$ cat config.mk
export PLATFORM = sky130hd
export DESIGN_NAME = des_region_scheduler_flat
export DESIGN_NICKNAME = d
export VERILOG_FILES = /design/src/rtl/des_region_scheduler_if.sv /design/src/rtl/des_region_scheduler.sv /design/src/flat_wrapper.sv
export SDC_FILE = /design/constraint.sdc
export NUM_CORES = 1
export LEC_CHECK = 0
export ABC_AREA = 1
export BUFFER_PORTS_ARGS = -buffer_cell sky130_fd_sc_hd__buf_2
export CORE_MARGIN = 8
export CORE_UTILIZATION = 40
export DETAILED_ROUTE_END_ITERATION = 7
export MAX_ROUTING_LAYER = met4
export PLACE_DENSITY = 0.7
export SYNTH_ARGS = -nofsm -noshare
export SYNTH_HDL_FRONTEND = slang
export SYNTH_SLANG_ARGS = --single-unit
$ cat constraint.sdc
create_clock -name clk -period 18.6 [get_ports clk]
set_clock_uncertainty 0.2 [all_clocks]
set_input_delay 2.79 -clock clk [delete_from_list [all_inputs] [get_ports clk]]
set_output_delay 2.79 -clock clk [all_outputs]
set_load 0.1 [all_outputs]
$ cat src/rtl/des_region_scheduler_if.sv
// des_region_scheduler_if: CPU job controls and des_block array wiring for the region scheduler.
//   master: drives start/abort/region range and block done/counter, observes scheduler outputs.
//   slave : the scheduler side.
interface des_region_scheduler_if #(
    parameter int NUM_BLOCKS = 4,
    parameter int REGION_W   = 16,
    parameter int CNT_W      = 48,
    parameter int ACC_W      = 64
);
    logic                           start;
    logic                           abort;
    logic [REGION_W-1:0]            region_first;
    logic [REGION_W-1:0]            region_last;
    logic [NUM_BLOCKS-1:0]          blk_done;
    logic [NUM_BLOCKS*CNT_W-1:0]    blk_counter;
    logic [NUM_BLOCKS-1:0]          blk_start;
    logic [NUM_BLOCKS-1:0]          blk_restart;
    logic [NUM_BLOCKS*REGION_W-1:0] blk_region;
    logic [ACC_W-1:0]               total_count;
    logic [REGION_W:0]              regions_done;
    logic                           busy;
    logic                           done;
    modport master (
        output start, abort, region_first, region_last, blk_done, blk_counter,
        input  blk_start, blk_restart, blk_region, total_count, regions_done, busy, done
    );
    modport slave (
        input  start, abort, region_first, region_last, blk_done, blk_counter,
        output blk_start, blk_restart, blk_region, total_count, regions_done, busy, done
    );
endinterface

$ cat src/rtl/des_region_scheduler.sv
// des_region_scheduler: deals regions [region_first..region_last] out to NUM_BLOCKS des_blocks,
//   collects their counters into a 64-bit total and restarts each block after collection.
//   clk, rst : clock and asynchronous active-high reset
//   bus      : slave side of des_region_scheduler_if (job controls, block handshakes, results)
module des_region_scheduler #(
    parameter int NUM_BLOCKS = 4,
    parameter int REGION_W   = 16,
    parameter int CNT_W      = 48,
    parameter int ACC_W      = 64
) (
    input logic                 clk,
    input logic                 rst,
    des_region_scheduler_if.slave bus
);
    localparam int RR_W = NUM_BLOCKS > 1 ? $clog2(NUM_BLOCKS) : 1;
    typedef enum logic [1:0] {IDLE, RUN, DONE} state_t;
    state_t                         state_q, state_d;
    logic [NUM_BLOCKS-1:0]          active_q, active_d, start_q, start_d, restart_q, restart_d;
    logic [RR_W-1:0]                rr_q, rr_d;
    logic [REGION_W:0]              next_q, next_d, last_q, last_d, rdone_q, rdone_d;
    logic [ACC_W-1:0]               total_q, total_d;
    logic [NUM_BLOCKS*REGION_W-1:0] region_q, region_d;
    logic                           col_hit, iss_hit;
    logic [RR_W-1:0]                col_idx, iss_idx, j;

    function automatic logic [RR_W-1:0] wrap_inc(input logic [RR_W-1:0] v);
        return (v == RR_W'(NUM_BLOCKS - 1)) ? '0 : v + 1'b1;
    endfunction

    // Round-robin scan from rr: first ACTIVE block reporting done, and first FREE block.
    always_comb begin
        col_hit = 1'b0;
        iss_hit = 1'b0;
        col_idx = '0;
        iss_idx = '0;
        j       = '0;
        for (int k = 0; k < NUM_BLOCKS; k++) begin
            j = RR_W'((int'(rr_q) + k) % NUM_BLOCKS);
            if (!col_hit && active_q[j] && bus.blk_done[j]) begin
                col_hit = 1'b1;
                col_idx = j;
            end
            if (!iss_hit && !active_q[j]) begin
                iss_hit = 1'b1;
                iss_idx = j;
            end
        end
    end

    always_comb begin
        state_d   = state_q;
        active_d  = active_q;
        start_d   = '0;
        restart_d = '0;
        rr_d      = rr_q;
        next_d    = next_q;
        last_d    = last_q;
        total_d   = total_q;
        rdone_d   = rdone_q;
        region_d  = region_q;
        if (bus.abort) begin
            restart_d = '1;
            active_d  = '0;
            state_d   = IDLE;
        end else if (state_q != RUN) begin
            if (bus.start) begin
                next_d  = {1'b0, bus.region_first};
                last_d  = {1'b0, bus.region_last};
                total_d = '0;
                rdone_d = '0;
                // An empty range finishes immediately without touching any block.
                state_d = (bus.region_first > bus.region_last) ? DONE : RUN;
            end
        end else if (col_hit) begin
            total_d           = total_q + ACC_W'(bus.blk_counter[col_idx*CNT_W +: CNT_W]);
            rdone_d           = rdone_q + 1'b1;
            restart_d[col_idx] = 1'b1;
            active_d[col_idx]  = 1'b0;
            rr_d              = wrap_inc(col_idx);
        end else if (iss_hit && next_q <= last_q) begin
            region_d[iss_idx*REGION_W +: REGION_W] = next_q[REGION_W-1:0];
            start_d[iss_idx]  = 1'b1;
            active_d[iss_idx] = 1'b1;
            next_d            = next_q + 1'b1;
            rr_d              = wrap_inc(iss_idx);
        end else if (next_q > last_q && active_q == '0) begin
            state_d = DONE;
        end
    end

    always_ff @(posedge clk or posedge rst) begin
        if (rst) begin
            state_q   <= IDLE;
            active_q  <= '0;
            start_q   <= '0;
            restart_q <= '0;
            rr_q      <= '0;
            next_q    <= '0;
            last_q    <= '0;
            total_q   <= '0;
            rdone_q   <= '0;
            region_q  <= '0;
        end else begin
            state_q   <= state_d;
            active_q  <= active_d;
            start_q   <= start_d;
            restart_q <= restart_d;
            rr_q      <= rr_d;
            next_q    <= next_d;
            last_q    <= last_d;
            total_q   <= total_d;
            rdone_q   <= rdone_d;
            region_q  <= region_d;
        end
    end

    assign bus.blk_start    = start_q;
    assign bus.blk_restart  = restart_q;
    assign bus.blk_region   = region_q;
    assign bus.total_count  = total_q;
    assign bus.regions_done = rdone_q;
    assign bus.busy         = (state_q == RUN);
    assign bus.done         = (state_q == DONE);
endmodule

$ cat src/flat_wrapper.sv
// flat-port wrapper written by rule: the top's interface ports become plain ports
module des_region_scheduler_flat 
#(
    parameter int NUM_BLOCKS = 4,
    parameter int REGION_W   = 16,
    parameter int CNT_W      = 48,
    parameter int ACC_W      = 64
)
  (clk, rst, bus_start, bus_abort, bus_region_first, bus_region_last, bus_blk_done, bus_blk_counter, bus_blk_start, bus_blk_restart, bus_blk_region, bus_total_count, bus_regions_done, bus_busy, bus_done);
  des_region_scheduler_if #(.NUM_BLOCKS(NUM_BLOCKS), .REGION_W(REGION_W), .CNT_W(CNT_W), .ACC_W(ACC_W)) bus_i ();
  input logic clk;
  input logic rst;
  input wire logic [$bits(bus_i.start)-1:0] bus_start;
  input wire logic [$bits(bus_i.abort)-1:0] bus_abort;
  input wire logic [$bits(bus_i.region_first)-1:0] bus_region_first;
  input wire logic [$bits(bus_i.region_last)-1:0] bus_region_last;
  input wire logic [$bits(bus_i.blk_done)-1:0] bus_blk_done;
  input wire logic [$bits(bus_i.blk_counter)-1:0] bus_blk_counter;
  output wire logic [$bits(bus_i.blk_start)-1:0] bus_blk_start;
  output wire logic [$bits(bus_i.blk_restart)-1:0] bus_blk_restart;
  output wire logic [$bits(bus_i.blk_region)-1:0] bus_blk_region;
  output wire logic [$bits(bus_i.total_count)-1:0] bus_total_count;
  output wire logic [$bits(bus_i.regions_done)-1:0] bus_regions_done;
  output wire logic [$bits(bus_i.busy)-1:0] bus_busy;
  output wire logic [$bits(bus_i.done)-1:0] bus_done;
  assign bus_i.start = bus_start;
  assign bus_i.abort = bus_abort;
  assign bus_i.region_first = bus_region_first;
  assign bus_i.region_last = bus_region_last;
  assign bus_i.blk_done = bus_blk_done;
  assign bus_i.blk_counter = bus_blk_counter;
  assign bus_blk_start = bus_i.blk_start;
  assign bus_blk_restart = bus_i.blk_restart;
  assign bus_blk_region = bus_i.blk_region;
  assign bus_total_count = bus_i.total_count;
  assign bus_regions_done = bus_i.regions_done;
  assign bus_busy = bus_i.busy;
  assign bus_done = bus_i.done;
  des_region_scheduler #(.NUM_BLOCKS(NUM_BLOCKS), .REGION_W(REGION_W), .CNT_W(CNT_W), .ACC_W(ACC_W)) u_core (.clk(clk), .rst(rst), .bus(bus_i));
endmodule
# After elaboration in Yosys (flattened, before gate mapping)
# Index checks and enable logic that the tools add are counted.
[word_totals]
output_inout_bits = 155
ff_bits = 194
word_cells = 155
[classes]
n_reduce_logical = 35
mul = 1
magnitude_cmp = 11
eq_ne = 11
mux = 69
addsub = 9
bitwise_logic = 6
shift = 3
[op_table]
columns = ["operator", "count"]
rows = [
  ["$mux 64", 3],
  ["$shiftx 192x9->48", 1],
  ["$mux 17", 7],
  ["$add 64x48->64", 1],
  ["$bwmux 64", 1],
  ["$shift 16x34->64 const A", 1],
  ["$shiftx 16x34->64", 1],
  ["$mux 4", 11],
  ["$mux 2", 19],
  ["$add 17x1->17 const B", 2],
  ["$neg 6->34", 1],
  ["$lt 2x3->1 const B", 6],
  ["$mux 1", 18],
  ["$gt 17x16->1", 1],
  ["$le 17x16->1", 1],
  ["$bmux 1 s2", 8],
  ["$gt 16x16->1", 1],
  ["$logic_and 1x1->1", 14],
  ["$reduce_and 4->1", 3],
  ["$reduce_and 3->1", 3],
  ["$logic_not 1->1", 8],
  ["$add 2x1->2 const B", 3],
  ["$eq 2x2->1 const B", 3],
  ["$ne 2x2->1 const B", 3],
  ["other kinds (16)", 25],
]

# Logic depth before layout (Yosys ltp)
[depth]
word_depth = 25
ltp_mapped = 35

# Worst setup path before layout
# OpenSTA, ideal clock, no wires.
[synth_path]
path_kind = "input-to-reg"
from = "input bus_blk_done[2]"
to = "register u_core.total_q[60] (netlist: u_core.bus.total_count[60])"
n_path_buf = 2
arrival_time_ns = 5.744
setup_ns = 0.114
slack_ns = 12.542
path_stages = 28
cell_sequence = "nand2_1 > nand2_1 > nand2_1 > nand2_1 > a21oi_4 > nand3_1 > nand2_1 > buf_2 > buf_2 > nand3b_1 > nand3_1 > nand2_1 > ha_1 > fa_1 > nand3_1 > nand2_1 > nand2_1 > nand2_1 > nand2_1 > nand2_1 > nand2_1 > nand2_1 > nand3_1 > nand2_1 > nand2_1 > nand2_1 > nand2_1 > inv_1"
[synth_via]
elab_chain_len = 21
[synth_rtl]
columns = ["element", "line_no", "rtl"]
rows = [
  ["start: declaration", "flat_wrapper.sv:17", "input wire logic [$bits(bus_i.blk_done)-1:0] bus_blk_done;"],
  ["$bmux 1 s2", "des_region_scheduler.sv:39", "if (!col_hit && active_q[j] && bus.blk_done[j]) begin"],
  ["$mux 1 (not written as such)", "des_region_scheduler.sv:39", ""],
  ["$logic_and 1x1->1", "des_region_scheduler.sv:39", ""],
  ["$mux 1", "des_region_scheduler.sv:39", ""],
  ["$logic_not 1->1", "des_region_scheduler.sv:39", ""],
  ["$logic_and 1x1->1 (2 in a row)", "des_region_scheduler.sv:39", ""],
  ["$mux 1", "des_region_scheduler.sv:39", ""],
  ["$logic_not 1->1", "des_region_scheduler.sv:39", ""],
  ["[3 not listed]", "-", ""],
  ["$logic_not 1->1", "des_region_scheduler.sv:39", ""],
  ["$logic_and 1x1->1 (2 in a row)", "des_region_scheduler.sv:39", ""],
  ["$mux 2", "des_region_scheduler.sv:39", ""],
  ["$mul 2x2->4", "des_region_scheduler.sv:75", "total_d = total_q + ACC_W'(bus.blk_counter[col_idx*CNT_W +: CNT_W]);"],
  ["$shiftx 192x9->48", "des_region_scheduler.sv:75", ""],
  ["$add 64x48->64", "des_region_scheduler.sv:75", ""],
  ["$mux 64", "des_region_scheduler.sv:74", "end else if (col_hit) begin"],
  ["$mux 64", "des_region_scheduler.sv:65", "end else if (state_q != RUN) begin"],
  ["end signal: assignment", "des_region_scheduler.sv:111", "total_q <= total_d;"],
  ["end: declaration", "des_region_scheduler.sv:21", "logic [ACC_W-1:0] total_q, total_d;"],
]
# Several ways; a longest one is shown, not always the timed one. The select of a mux whose other input is x is not followed.
# A chain may end at the register's enable or synchronous reset.

# Worst setup path after layout
[layout_path]
from = "input bus_blk_done[3]"
to = "register u_core.total_q[36] (netlist: u_core.bus.total_count[36])"
# Same word-level chain as after synthesis.

==> impl_metrics.env <==
export IMPL_grt_use_total_pct=27.1
export IMPL_finalWirelength_mm=67.8
export IMPL_dieArea_mm2=0.0503
export IMPL_grt_setup_unrepaired="false"
export IMPL_whs_ns=0.272
export IMPL_drtIter0Drc=1792
export IMPL_layout_drive_gt1_share_pct=14.4
export IMPL_grt_max_degree=113
export IMPL_yosysWarnings=0
export IMPL_mostFrequentLayoutCell="nand2_1"
export IMPL_synth_area_per_cell_um2=6.14
export IMPL_worstMarginPinSlew_ns=1.09
export IMPL_critPathKind="primary input to flop"
export IMPL_root_buffer="clkbuf_16"
export IMPL_final_max_slew_violation_count=0
export IMPL_clk_pin_slew_worst_paths_ns=0.08
export IMPL_end_kind="flop"
export IMPL_place_ws_ns=10.64
export IMPL_avgRoutedWirePerCell_um=18.1
export IMPL_total_power_mw=3.75
export IMPL_firstDrtPassIters=6
export IMPL_finalHoldViolations=0
export IMPL_synthCells=2822
export IMPL_areaGrowthSynthToFinish_pct=16.6
export IMPL_syn_area_mm2=0.0173
export IMPL_syn_nets=3162
export IMPL_htreeDepth=4
export IMPL_intPower_mw=1.36
export IMPL_drv_cap=0
export IMPL_core_mm2=0.0429
export IMPL_switching_share_pct=63.6
export IMPL_p_comb_share_pct=71.9
export IMPL_finalCriticalPeriod_ns=7.58
export IMPL_clock_sinks=194
export IMPL_cts_tree="built"
export IMPL_power_density_mw_per_mm2=185
export IMPL_critPathLaunchType="primary input"
export IMPL_arrival_ns=7.74
export IMPL_die_x_um=224
export IMPL_ir_worst_vdd_v=0.000183
export IMPL_initial_core_util_pct=40.4
export IMPL_seqPwrFrac_pct=17.6
export IMPL_route_detailed_drc=0
export IMPL_clk_latency_ns=0.47
export IMPL_timing_final_crit_share_pct=40.7
export IMPL_grt_pass1_vias=18100
export IMPL_cts_resized=0
export IMPL_dr_total_vias=19100
export IMPL_die_height_um=224
export IMPL_min_path_type="flop to flop"
export IMPL_ys_seq_area_share_pct=28.0
export IMPL_setup_viol=0
export IMPL_ant_nets=0
export IMPL_nNetsFinal=3479
export IMPL_switching_power_mw=2.38
export IMPL_slew_headroom_pct=27.4
export IMPL_r2r_setup_slack_ns=12.43
export IMPL_synth_top_cell_area_share_pct=28.0
export IMPL_synth_top_area_cell="dfrtp_1"
export IMPL_cellLeakagePower_nw=12.0
export IMPL_synth_area_top_cells="dfrtp_1, nand2_1, inv_1"
export IMPL_ys_ff_latch=194
export IMPL_synth_async_sr_flop_share_pct=100
export IMPL_postCtsHoldBufs=0
export IMPL_globalplace_congestion=1.07
export IMPL_grt_pass1_wl_mm=104
export IMPL_vias_per_cell=5.12
export IMPL_status="finished clean"
export IMPL_fp_row_count=76
export IMPL_fmax_mhz=132
export IMPL_grt_ovfl_total=0
export IMPL_synth_cell_type_count=42
export IMPL_cts_buffer_depth=2
export IMPL_io_buffers=386
export IMPL_required_ns=18.76
export IMPL_fillCellCount=4579
export IMPL_synth_edf_count=0
export IMPL_cts_made_buffers=17
export IMPL_synth_flop_cell="dfrtp_1"
export IMPL_layout_setup_ws_ns=11.02
export IMPL_antenna_found_initial=2
export IMPL_ios=387
export IMPL_power_frac_clock_pct=10.5
export IMPL_postCtsSetupBuffers=0
export IMPL_place_hpwl_mm=53.9
export IMPL_fin_setup_tns_ns=0
export IMPL_layout_common_cells="nand2_1, inv_1, buf_2"
export IMPL_crit_path_max_fanout=100
path summary, 6_finish.rpt:
path / startpoint / to / cells past startpoint
min in group asynchronous: rst / u_core.bus.total_count[51]$_DFFE_PP0P_ / 2
worst min register to register: u_core.bus.blk_region[32]$_DFFE_PP0P_ / u_core.bus.blk_region[32]$_DFFE_PP0P_ / 2
worst min-delay path: u_core.bus.blk_region[32]$_DFFE_PP0P_ / u_core.bus.blk_region[32]$_DFFE_PP0P_ / 2
max in group asynchronous: rst / u_core.next_q[6]$_DFFE_PP0P_ / 3
worst max register to register: u_core.rr_q[0]$_DFFE_PP0P_ / u_core.bus.total_count[36]$_DFFE_PP0P_ / 28
worst max-delay path: bus_blk_done[3] / u_core.bus.total_count[36]$_DFFE_PP0P_ / 28
cells in the mapped netlist (all sizes together), types with 4 or more instances:
cell type	n
a21oi	73
and2	5
buf	51
clkbuf	49
clkinv	6
dfrtp	194
ha	107
inv	395
nand2	1096
nand3	259
nand3b	102
nand4	25
nor2	209
nor3	58
nor4	4
o21a	4
o21ai	106
o21bai	6
o22ai	5
o31ai	6
xnor2	32
xor2	11
power by group through the flow:
stage | Sequential, mW | Combinational, mW | Clock, mW
after detailed placement | 0.662 | 2.66 | 0
after CTS | 0.655 | 2.67 | 0.402
after global routing | 0.669 | 2.93 | 0.417
after global placement | 0.661 | 2.67 | 0
final | 0.658 | 2.69 | 0.395
after floorplan | 1.16 | 1.48 | 0
final cells by class:
cell class | instances | area [um2] | share of cell area (%)
multi-input cells | 2127 | 10500 | 51.8
flip-flops and latches | 194 | 4850 | 24.0
repair buffers | 398 | 2020 | 10.0
inverters | 401 | 1510 | 7.48
well taps | 585 | 732 | 3.62
clock buffers | 18 | 429 | 2.12
clock inverters | 14 | 183 | 0.904
diodes | 1 | 2.50 | 0.0124
logic make-up after synthesis:
kind of cell,share of synthesized area (%)
flip-flops,28.0
AO/OA/AOI/OAI,6.86
buffers and inverters,11.7
AND/OR/NAND/NOR,43.5
adder cells (fa/ha/maj),7.84
XOR/XNOR,2.17
worst max-delay path, cell delays in order:
cell and delay, ns:
buf_2 0.11, nand2_1 0.06, nand2_1 0.08, nand3_1 0.10, nand2_1 0.13, a21oi_4 0.22
nand3_1 0.17, nand2_2 0.08, buf_4 0.72, nand2_4 0.77, nand2_1 0.22, nand3_1 0.09
nand2_1 0.14, ha_1 0.21, fa_1 0.28, nand3_1 0.10, nand2_1 0.14, nand2_1 0.07
nand2_1 0.25, nand2_1 0.08, nand2_1 0.22, nand2_1 0.09, nand2_1 0.19, nand2_1 0.08
nand2_1 0.10, nand2_1 0.06, nand2_1 0.05, o21ai_0 0.07
metrics by stage:
| step | std cells | util (%) | cell area (um2) |
|---|---|---|---|
| 2_1_floorplan | 2822 | - | 17300 |
| 3_3_place_gp | 3705 | 45.7 | 19600 |
| 3_5_place_dp | 3705 | 45.7 | 19600 |
| 4_1_cts | 3737 | 47.1 | 20200 |
| 5_1_grt | 3738 | 47.1 | 20200 |
| 6_report | 3738 | 47.1 | 20200 |
registers in the layout (all words and copies together) (netlist names):
signal                   count
u_core.state_q               2
u_core.bus.total_count      64
u_core.rr_q                  2
u_core.last_q               16
u_core.bus.blk_start         4
u_core.bus.blk_region       64
u_core.active_q              4
u_core.bus.blk_restart       4
u_core.next_q               17
u_core.bus.regions_done     17
per-layer routing:
| layer | vias to the layer above | track usage, % | part of all wire [%] |
|---|---|---|---|
| met3 | 95 | 4.16 | 6.4 |
| met4 | 0 | 9.07 | 3.1 |
| met2 | 701 | 44.7 | 48 |
| met5 | - | - | 0 |
| met1 | 8841 | 33.8 | 42 |
| li1 | 9502 | - | - |
No activity file was read; power rests on OpenSTA's default activity.
